`src/rtl/bmp_load_ctrl.sv`:
```
`timescale 1ns/1ps
`default_nettype none
// ============================================================================
// Module      : bmp_load_ctrl
// Description : Sequencer that streams a BMP file from the image ROM into the
//               working RAM, one byte per clock. The read and write stages
//               are pipelined, so a load takes TOTAL_SIZE+2 cycles. The
//               header fields needed downstream are captured as the bytes
//               pass through.
// Optional    : `define BMP_SIG_CHECK_EN enables the "BM" signature check.
//               On a mismatch the load stops after address 1 and hdr_err
//               is raised.
// Ports       : clk, rst_n            - clock, asynchronous active-low reset
//               start                - one-cycle load request (IDLE only)
//               ROM_Q                - ROM data, one cycle after the issue
//               ROM_valid/ROM_addr   - ROM read issue
//               RAM_valid/RAM_addr/RAM_D - RAM write beat
//               busy, done           - status, done is a 1-cycle pulse
//               hdr_err, hdr_valid   - header status flags
//               pix_offset, img_width, img_height - little-endian header
//                                                   fields
// Revision    : 1.0 - initial release
// ============================================================================
module bmp_load_ctrl #(
  parameter int BYTE_WIDTH = 8,
  parameter int ADDR_WIDTH = 20,
  parameter int TOTAL_SIZE = 786486
) (
  input  logic                  clk,
  input  logic                  rst_n,
  input  logic                  start,
  input  logic [BYTE_WIDTH-1:0] ROM_Q,
  output logic                  ROM_valid,
  output logic [ADDR_WIDTH-1:0] ROM_addr,
  output logic                  RAM_valid,
  output logic [ADDR_WIDTH-1:0] RAM_addr,
  output logic [BYTE_WIDTH-1:0] RAM_D,
  output logic                  busy,
  output logic                  done,
  output logic                  hdr_err,
  output logic                  hdr_valid,
  output logic [31:0]           pix_offset,
  output logic [31:0]           img_width,
  output logic [31:0]           img_height
);

  typedef enum logic [1:0] {
    S_IDLE  = 2'd0,
    S_COPY  = 2'd1,
    S_DRAIN = 2'd2,
    S_DONE  = 2'd3
  } state_e;

  localparam logic [ADDR_WIDTH-1:0] LAST_ADDR   = ADDR_WIDTH'(TOTAL_SIZE - 1);
  localparam logic [ADDR_WIDTH-1:0] PIX_BASE    = ADDR_WIDTH'(10);
  localparam logic [ADDR_WIDTH-1:0] WIDTH_BASE  = ADDR_WIDTH'(18);
  localparam logic [ADDR_WIDTH-1:0] HEIGHT_BASE = ADDR_WIDTH'(22);
  localparam logic [ADDR_WIDTH-1:0] HDR_LAST    = ADDR_WIDTH'(25);

  state_e                  state_q, state_d;
  logic [ADDR_WIDTH-1:0]   rd_addr_q, rd_addr_d;
  logic                    wr_valid_q, wr_valid_d;
  logic [ADDR_WIDTH-1:0]   wr_addr_q, wr_addr_d;
  logic [31:0]             pix_q, pix_d;
  logic [31:0]             wid_q, wid_d;
  logic [31:0]             hgt_q, hgt_d;
  logic                    hdr_valid_q, hdr_valid_d;
  logic [7:0]              hdr_byte;

  // Header fields are byte-lane assembled; only the low byte of the bus is
  // meaningful for file bytes.
  assign hdr_byte = 8'(ROM_Q);

`ifdef BMP_SIG_CHECK_EN
  logic [7:0] byte0_q, byte0_d;
  logic       hdr_err_q, hdr_err_d;
`endif

  // --------------------------------------------------------------------------
  // State and datapath registers
  // --------------------------------------------------------------------------
  always_ff @(posedge clk or negedge rst_n) begin
    if (!rst_n) begin
      state_q     <= S_IDLE;
      rd_addr_q   <= '0;
      wr_valid_q  <= 1'b0;
      wr_addr_q   <= '0;
      pix_q       <= '0;
      wid_q       <= '0;
      hgt_q       <= '0;
      hdr_valid_q <= 1'b0;
`ifdef BMP_SIG_CHECK_EN
      byte0_q     <= '0;
      hdr_err_q   <= 1'b0;
`endif
    end else begin
      state_q     <= state_d;
      rd_addr_q   <= rd_addr_d;
      wr_valid_q  <= wr_valid_d;
      wr_addr_q   <= wr_addr_d;
      pix_q       <= pix_d;
      wid_q       <= wid_d;
      hgt_q       <= hgt_d;
      hdr_valid_q <= hdr_valid_d;
`ifdef BMP_SIG_CHECK_EN
      byte0_q     <= byte0_d;
      hdr_err_q   <= hdr_err_d;
`endif
    end
  end

  // --------------------------------------------------------------------------
  // Next-state logic
  // --------------------------------------------------------------------------
  always_comb begin
    state_d     = state_q;
    rd_addr_d   = rd_addr_q;
    wr_valid_d  = 1'b0;
    wr_addr_d   = wr_addr_q;
    pix_d       = pix_q;
    wid_d       = wid_q;
    hgt_d       = hgt_q;
    hdr_valid_d = hdr_valid_q;
`ifdef BMP_SIG_CHECK_EN
    byte0_d     = byte0_q;
    hdr_err_d   = hdr_err_q;
`endif

    // Header capture on the write beat; placed before the state case so a
    // clear on an accepted start always takes priority.
    if (wr_valid_q) begin
      for (int i = 0; i < 4; i++) begin
        if (wr_addr_q == PIX_BASE + ADDR_WIDTH'(i))    pix_d[8*i +: 8] = hdr_byte;
        if (wr_addr_q == WIDTH_BASE + ADDR_WIDTH'(i))  wid_d[8*i +: 8] = hdr_byte;
        if (wr_addr_q == HEIGHT_BASE + ADDR_WIDTH'(i)) hgt_d[8*i +: 8] = hdr_byte;
      end
      if (wr_addr_q == HDR_LAST) hdr_valid_d = 1'b1;
`ifdef BMP_SIG_CHECK_EN
      if (wr_addr_q == '0) byte0_d = hdr_byte;
`endif
    end

    case (state_q)
      S_IDLE: begin
        if (start) begin
          state_d     = S_COPY;
          rd_addr_d   = '0;
          pix_d       = '0;
          wid_d       = '0;
          hgt_d       = '0;
          hdr_valid_d = 1'b0;
`ifdef BMP_SIG_CHECK_EN
          hdr_err_d   = 1'b0;
`endif
        end
      end
      S_COPY: begin
        // The address issued this cycle becomes next cycle's write beat.
        wr_valid_d = 1'b1;
        wr_addr_d  = rd_addr_q;
        if (rd_addr_q == LAST_ADDR) begin
          state_d = S_DRAIN;
        end else begin
          rd_addr_d = rd_addr_q + 1'b1;
        end
`ifdef BMP_SIG_CHECK_EN
        // Beat for address 1 carries the second signature byte. On a bad
        // signature the in-flight read of address 2 is dropped.
        if (wr_valid_q && (wr_addr_q == ADDR_WIDTH'(1)) &&
            ({byte0_q, hdr_byte} != 16'h424D)) begin
          hdr_err_d  = 1'b1;
          wr_valid_d = 1'b0;
          state_d    = S_DRAIN;
        end
`endif
      end
      S_DRAIN: begin
        state_d = S_DONE;
      end
      S_DONE: begin
        state_d = S_IDLE;
      end
      default: begin
        state_d = S_IDLE;
      end
    endcase
  end

  // --------------------------------------------------------------------------
  // Outputs
  // --------------------------------------------------------------------------
  assign ROM_valid  = (state_q == S_COPY);
  assign ROM_addr   = ROM_valid ? rd_addr_q : '0;
  assign RAM_valid  = wr_valid_q;
  assign RAM_addr   = wr_valid_q ? wr_addr_q : '0;
  assign RAM_D      = wr_valid_q ? ROM_Q : '0;
  assign busy       = (state_q != S_IDLE);
  assign done       = (state_q == S_DONE);
  assign hdr_valid  = hdr_valid_q;
  assign pix_offset = pix_q;
  assign img_width  = wid_q;
  assign img_height = hgt_q;
`ifdef BMP_SIG_CHECK_EN
  assign hdr_err    = hdr_err_q;
`else
  assign hdr_err    = 1'b0;
`endif

endmodule
`default_nettype wire

```
`config.mk`:
```
export PLATFORM = sky130hd
export DESIGN_NAME = bmp_load_ctrl
export DESIGN_NICKNAME = d
export VERILOG_FILES = /design/src/rtl/bmp_load_ctrl.sv
export SDC_FILE = /design/constraint.sdc
export NUM_CORES = 1
export LEC_CHECK = 0
export BUFFER_PORTS_ARGS = -buffer_cell sky130_fd_sc_hd__buf_2
export CORE_MARGIN = 3
export CORE_UTILIZATION = 45
export CTS_CLUSTER_SIZE = 12
export DETAILED_ROUTE_END_ITERATION = 8
export GPL_TIMING_DRIVEN = 0
export HOLD_SLACK_MARGIN = 0.03
export PLACE_DENSITY_LB_ADDON = 0.12
export SETUP_SLACK_MARGIN = 0.1
export SYNTH_ARGS = -nofsm -noshare
export SYNTH_HDL_FRONTEND = slang
export SYNTH_SLANG_ARGS = --single-unit
```
`constraint.sdc`:
```
create_clock -name clk -period 2.1 [get_ports clk]
set_input_delay 0.42 -clock clk [delete_from_list [all_inputs] [get_ports clk]]
set_output_delay 0.42 -clock clk [all_outputs]
set_load 0.02 [all_outputs]
```
After elaboration in Yosys (flattened, before gate mapping)
Cells that the tools add are included.

Register bits: 140. Output and inout bits: 150. Logic and storage cells: 68.

Mux-type cells: 35. Equal/unequal tests: 19. $add $sub $neg: 1. Reductions and logical operators: 5.

Operators by type and width (number): $mux 32 (9); $eq 20x5->1 const B (8); $mux 8 (13); $eq 20x4->1 const B (4); $mux 20 (4); $pmux 20 s2 (1); $add 20x1->20 const B (1); $eq 20x20->1 const B (1); $pmux 2 s4 (1); $mux 1 (5); $eq 2x2->1 const B (2); $mux 2 (2); $ne 2x2->1 const B (2); $reduce_bool 2->1 (2); $reduce_and 3->1 (1); $eq 2x1->1 const B (1); $logic_not 2->1 (1); $ne 2x1->1 const B (1); $reduce_and 2->1 (1).

Longest topological paths before layout
Gate-level depths: netlist of run 1.

Depth after elaboration: 5. Gate-level depth with buffers: 8. Gate-level depth less buffers: 7.

Worst setup path after synthesis of run 1
OpenSTA, ideal clock, no wires.

Kind: flip-flop to flip-flop. Start point: register wr_valid_q, in the netlist RAM_valid. End point: register wid_q[6], in the netlist img_width[6]. Library setup time: 124 ps. Arrival: 2007 ps. Stages on the path, launching flop included: 9. Slack: -30 ps. Clock period less this slack: 2130 ps. Cell sequence: dfrtp_1 > clkbuf_2 > and2_1 > nand4b_1 > or4_1 > buf_2 > buf_6 > nand3_2 > o21ai_2.

Word-level cells in the longest chain between the ends: 3.

Ends and longest elaborated chain: start, declared (RTL line 62) `logic wr_valid_q, wr_valid_d;`; start signal, assigned (RTL line 99) `wr_valid_q <= wr_valid_d;`; $mux 32 (*) (RTL line 131) `if (wr_valid_q) begin`; $mux 32 (RTL line 145) `if (start) begin`; $mux 32 (*) (RTL line 143) `case (state_q)`; named net wid_d[6] (RTL line 65) `logic [31:0] wid_q, wid_d;`; end signal, assigned (RTL line 102) `wid_q <= wid_d;`; end, declared (RTL line 65).

The timed path passes the listed nets; every way through them passes the cells marked *. A chain may end at the register's enable or synchronous reset.

Final worst setup path of run 1
Start point: register state_q[1]. End point: output ROM_addr[14].

Word-level cells in the longest chain between the ends: 2.

Ends and longest elaborated chain: start, declared (RTL line 60) `state_e state_q, state_d;`; start signal, assigned (RTL line 97) `state_q <= state_d;`; $eq 2x1->1 (RTL line 192) `assign ROM_valid = (state_q == S_COPY);`; $mux 20 (RTL line 193) `assign ROM_addr = ROM_valid ? rd_addr_q : '0;`; end, declared (RTL line 34) `output logic [ADDR_WIDTH-1:0] ROM_addr,`.

Every way passes these cells.

==> results of run 1 <==
==> layout make-up <==
type,count,area [µm²],area share
plain buffers,42,352,0.0378
clock buffers,25,505,0.0544
clock inverters,7,85.1,0.00915
inverters,13,71.3,0.00767
multi-input cells,438,3090,0.332
flip-flops and latches,140,3510,0.377
well taps,176,220,0.0237
repair buffers,210,1470,0.158
==> metal layers <==
metal | track usage | wire [µm]
met1 | 0.319 | 8230
met2 | 0.422 | 10200
met3 | 0.0597 | 1160
met4 | 0.0832 | 454
met5 | 0 | 0
==> kinds of logic (layout without fill, tap and decap cells) <==
family	after synthesis	after routing	synth area share
adder cells (fa/ha/maj)	7	7	0.0139
buffers and inverters	55	297	0.0374
flip-flops	140	140	0.557
multiplexers	3	3	0.00497
AO/OA/AOI/OAI	139	139	0.125
XOR/XNOR	9	9	0.0125
other	1	1	0.000596
AND/OR/NAND/NOR	279	279	0.248
==> cell usage after synthesis (4+ instances only) <==
cell type  number  share of area
a21o_1         20          0.024
a21oi_1         5         0.0040
and2_1         43          0.043
buf_1           6         0.0036
buf_2           7         0.0056
clkbuf_1       25          0.015
dfrtp_1       140           0.56
ha_1            7          0.014
inv_1          12         0.0072
nand2_1        61          0.036
nand2b_1        4         0.0040
nand3_1       103          0.082
nand3_2         5         0.0080
nand4_1         7         0.0070
nor2_1         18          0.011
nor3_1          6         0.0048
nor4_4          5          0.017
o21ai_0        85          0.068
o21ai_1        16          0.013
o21ai_2         4         0.0056
or3_1           5         0.0050
xor2_1          7         0.0097
==> layout by cell type, fill, tap and decap left out, types with 22 or more instances in the layout <==
cell type and instances:
o21ai_0 57, buf_6 41, nand2_1 54, nand3_1 72, o21ai_1 22, buf_2 141
nand3_2 35, o21ai_2 26, dfrtp_1 137, and2_1 28, buf_4 40
==> path summary, 6_finish.rpt <==
path	start	to	slack, ns	cells past startpoint
max	state_q[1]	ROM_addr[14]	-0.01	6
min	rst_n	pix_offset[28]	0.05	1
max reg2reg	wr_addr_q[13]	img_width[4]	0.04	7
min reg2reg	img_height[12]	img_height[12]	0.49	2
max in group asynchronous	rst_n	RAM_valid	1.27	2
min in group clk	ROM_Q[0]	pix_offset[0]	0.32	3
==> stage by stage <==
stage	util	setup WS [ns]	TNS (ns)
final	0.691	-0.0102	-0.0232
after global routing	0.691	-0.0618	-0.732
after CTS	0.637	0.0114	0
after detailed placement	0.546	-0.365	-13.17
after global placement	0.543	-1.54	-188.71
after floorplan	-	0.105	0
==> flip-flops by register name, indices dropped and copies added (netlist names) <==
signal      flops
img_height     32
wr_addr_q      20
hdr_valid       1
RAM_valid       1
pix_offset     32
rd_addr_q      20
state_q         2
img_width      32
==> where the power goes <==
group	switching [mW]	leakage (nW)	internal (mW)
logic	0.268	2.54	0.114
clock network	1.09	0.297	1.90
registers	0.0464	1.76	2.77
==> timing repair <==
| item | 4_1_cts | 5_1_grt |
|---|---|---|
| setup buffers | 25 | 20 |
| gates cloned | 3 | 3 |
| setup endpoints to repair | 155 | 148 |
| pin swaps | 27 | 28 |
| gates resized for setup | 116 | 201 |
==> out/qor.yml, run 1 <==
yosys:
  ys_dominant_reg_cell: "dfrtp_1"
  synth_edf_count: 0
  syn_nets: 651
  yosysSeqAreaShare: 0.557
  syn_area_per_cell_um2: 9.93
  synth-seq-cells: 140
  synth_cell_types: 51
  async_flop_share: 1.00
  synth_warnings: 0
  syn_inst: 633
  syn_area_um2: 6290
route:
  ant_nets: 0
  dr.pass1.iters: 5
  vias: 5830
  wl_mm: 20.1
  drc: 0
  wire_per_inst_um: 19.1
  drtIter0Drc: 331
  viasPerCell: 5.55
global_route:
  grt_pass1_wl_mm: 31.1
  antenna_found_initial: 0
  groute.usage.overall: 0.251
  grt_max_degree: 81
  grt_overflow_total: 0
  grt_pass1_vias: 5679
sta:
  rsz0062_at_grt: "true"
  drv_slew: 0
  hold_ws_ns: 0.0537
  final-hold-violation-count: 0
  clock_skew_ns: 0.00831
  relSlewSlack: 0.496
  tightest_slew_ns: 0.756
  setup_slack_ns: -0.0102
  finalCriticalPeriod_ns: 2.11
  fmax_mhz: 474
  period_share: 1.00
  setup_viol_count_final: 4
floorplanning:
  die_w_um: 124
  fp.dieArea_um2: 15400
  ios: 161
  rows: 42
  core_area_um2: 13500
  start_util: 0.467
  die_y_um: 124
cts:
  clkSlewWorstSetupHoldPaths_ns: 0.06
  numCtsBuffers: 17
  cts_tree: "built"
  htree_levels: 4
  cts.path.max_buffers: 2
  clock-sinks: 140
  clockRootBuffer: "clkbuf_16"
  clk_latency_ns: 0.42
  cts_hold_buf: 0
place:
  gp_congestion: 0.883
  placed_area_um2: 7340
  dp_hpwl_mm: 13.3
  dpl.cell_count: 969
  port_buffers: 159
finish:
  layout.nets: 880
  synthToLayoutAreaGrowth_pct: 47.9
  finalInstanceArea_um2: 9300
  layout-drive-gt1-share: 0.470
  antenna_cells: 0
  fin_cells: 1051
  num-fill-cells: 1047
worst_setup_path:
  cp_num_buf_inv: 4
  required_ns: 1.68
  critical-path-top-cell-by-count: "clkbuf_16"
  crit_family: "buffers and inverters"
  cp_cell_sequence: "inv_2 > ha_4 > clkbuf_16 > clkbuf_16 > and2_4 > buf_6"
  path_class: "reg -> out"
  slowest_stage: "dfrtp_1"
  cp-end-kind: "output port"
  crit_fanout: 7
  cp-start-kind: "flop"
  cpPeakStageDelay_ns: 0.39
  crit_arrival_ns: 1.69
power:
  p_total_mw: 6.18
  ir_drop_mv: 0.498
  total_leakage_power_nw: 4.59
  p_per_area_nw_per_um2: 665
status:
  violations: "setup timing"
  status: "finished with violations"
run:
  maxCapViolations: 0
hold_path:
  min_path_type: "in -> async"
No activity file was read; power rests on OpenSTA's default activity.
==> inputs of run 2 (changes only) <==
==> constraint.sdc (replaced) <==
create_clock -name clk -period 2.1 [get_ports clk]
set_input_delay 0 -clock clk [delete_from_list [all_inputs] [get_ports clk]]
set_output_delay 0 -clock clk [all_outputs]
set_load 0.02 [all_outputs]
==> run 2 against run 1 <==
Against the previous run: the run now ends clean; non-clock buffer count is 11 lower; routed wire length shrank 1.7%; design area down 5.6%; critical endpoint is now img_width[8]; largest power group unchanged; highest routed layer unchanged.
==> out/qor.yml, run 2 (synthesis gave the netlist of run 1 again) <==
status:
  status: "finished, final reports clean"
sta:
  finalCriticalPeriod_ns: 2.08
  clock_skew_ns: 0.00758
  tightest_slew_ns: 0.758
  relSlewSlack: 0.495
  fmax_mhz: 481
  rsz0062_at_grt: "true"
  period_share: 0.991
  setup_viol_count_final: 0
  final-hold-violation-count: 0
  drv_slew: 0
worst_setup_path:
  crit_fanout: 5
  crit_family: "simple AND/OR/NAND/NOR gates"
  worstSetupEndpoint: "img_width[8]"
  cp-start-kind: "flop"
  path_class: "reg -> reg"
  crit_cells: 7
  reg2regPathDepth: 7
  required_ns: 2.38
  crit_arrival_ns: 2.36
  r2r-end: "img_width[8]"
  r2r-start: "wr_addr_q[14]"
  critical-path-top-cell-by-count: "buf_6"
  critPathLaunch: "wr_addr_q[14]"
  cp-end-kind: "flop"
  cpPeakStageDelay_ns: 0.53
  r2r_slack_ns: 0.02
  cp_num_buf_inv: 2
  slowest_stage: "or4_4"
  cp_cell_sequence: "nor4_4 > nand4_1 > or4_4 > buf_6 > buf_6 > nand3_2 > o21ai_1"
finish:
  num-fill-cells: 1139
  layout-drive-gt1-share: 0.395
  most-common-layout-cells: "162 x buf_2, 139 x dfrtp_1, 69 x nand3_1"
  fin_cells: 1040
  final_common_cell: "buf_2"
  finish.utilization: 0.652
  antenna_cells: 0
  finalInstanceArea_um2: 8770
  layout.nets: 869
  synthToLayoutAreaGrowth_pct: 39.5
global_route:
  grt_pass1_wl_mm: 30.8
  grt_max_degree: 81
  groute.usage.overall: 0.249
  grt_overflow_total: 0
  grt_pass1_vias: 5654
  antenna_found_initial: 0
floorplanning:
  start_util: 0.467
  die_w_um: 124
  ios: 161
  fp.dieArea_um2: 15400
  core_area_um2: 13500
  rows: 42
  die_y_um: 124
place:
  placed_area_um2: 7340
  port_buffers: 159
  gp_congestion: 0.883
  dpl.cell_count: 969
  dp_hpwl_mm: 13.3
cts:
  numCtsBuffers: 17
  clockRootBuffer: "clkbuf_16"
  cts_tree: "built"
  cts.path.max_buffers: 2
  clk_latency_ns: 0.42
  clock-sinks: 140
  clkSlewWorstSetupHoldPaths_ns: 0.06
  htree_levels: 4
hold_path:
  min_path_type: "in -> async"
power:
  ir_drop_mv: 0.493
  p_per_area_nw_per_um2: 706
  total_leakage_power_nw: 4.38
route:
  ant_nets: 0
  drc: 0
  drtIter0Drc: 359
  wl_mm: 19.7
  dr.pass1.iters: 5
  vias: 5817
  viasPerCell: 5.59
  wire_per_inst_um: 19.0
run:
  maxCapViolations: 0
[run 2: area by class of cell]
class,instances,area [µm²],share of cell area
buffer,42,299,0.0341
clock buffer,25,505,0.0576
clock inverter,7,85.1,0.00970
inverter,13,52.6,0.00599
multi-input combinational,438,2890,0.329
sequential,140,3500,0.399
tap,176,220,0.0251
timing repair buffer,199,1220,0.139
[run 2: per-stage QoR]
stage | hold WS [ns] | total power [mW] | setup slack (ns) | setup TNS (ns)
detailed placement | 0.0985 | 3.22 | -0.251 | -11.04
global placement | 0.337 | 3.20 | -1.12 | -127.78
CTS | 0.235 | 6.21 | 0.0426 | 0
floorplan | -0.296 | 3.02 | 0.105 | 0
global route | 0.291 | 6.39 | -0.112 | -0.902
finish | 0.206 | 6.20 | 0.0193 | 0
[run 2: power breakdown]
group	internal (mW)	switching (mW)
logic	0.122	0.271
clock network	1.90	1.10
registers	2.77	0.0461
[run 2: worst min path at each step]
stage	to	cells after the start
floorplan	RAM_valid	0
global placement	pix_offset[31]	3
detailed placement	pix_offset[28]	1
CTS	pix_offset[28]	2
global route	pix_offset[28]	2
finish	pix_offset[28]	2
[run 2: layer usage]
metal  part of all wire  track usage
met5                  0            0
met4              0.020       0.0787
met3              0.063       0.0576
met2               0.50        0.420
met1               0.41        0.318
[run 2: what timing repair did]
action,CTS,global route
setup buffers,16,8
endpoints found under the hold margin,113,0
pin swaps,22,7
gates cloned,2,3
gates resized for setup,49,151
setup endpoints to repair,130,119
hold buffers,10,0
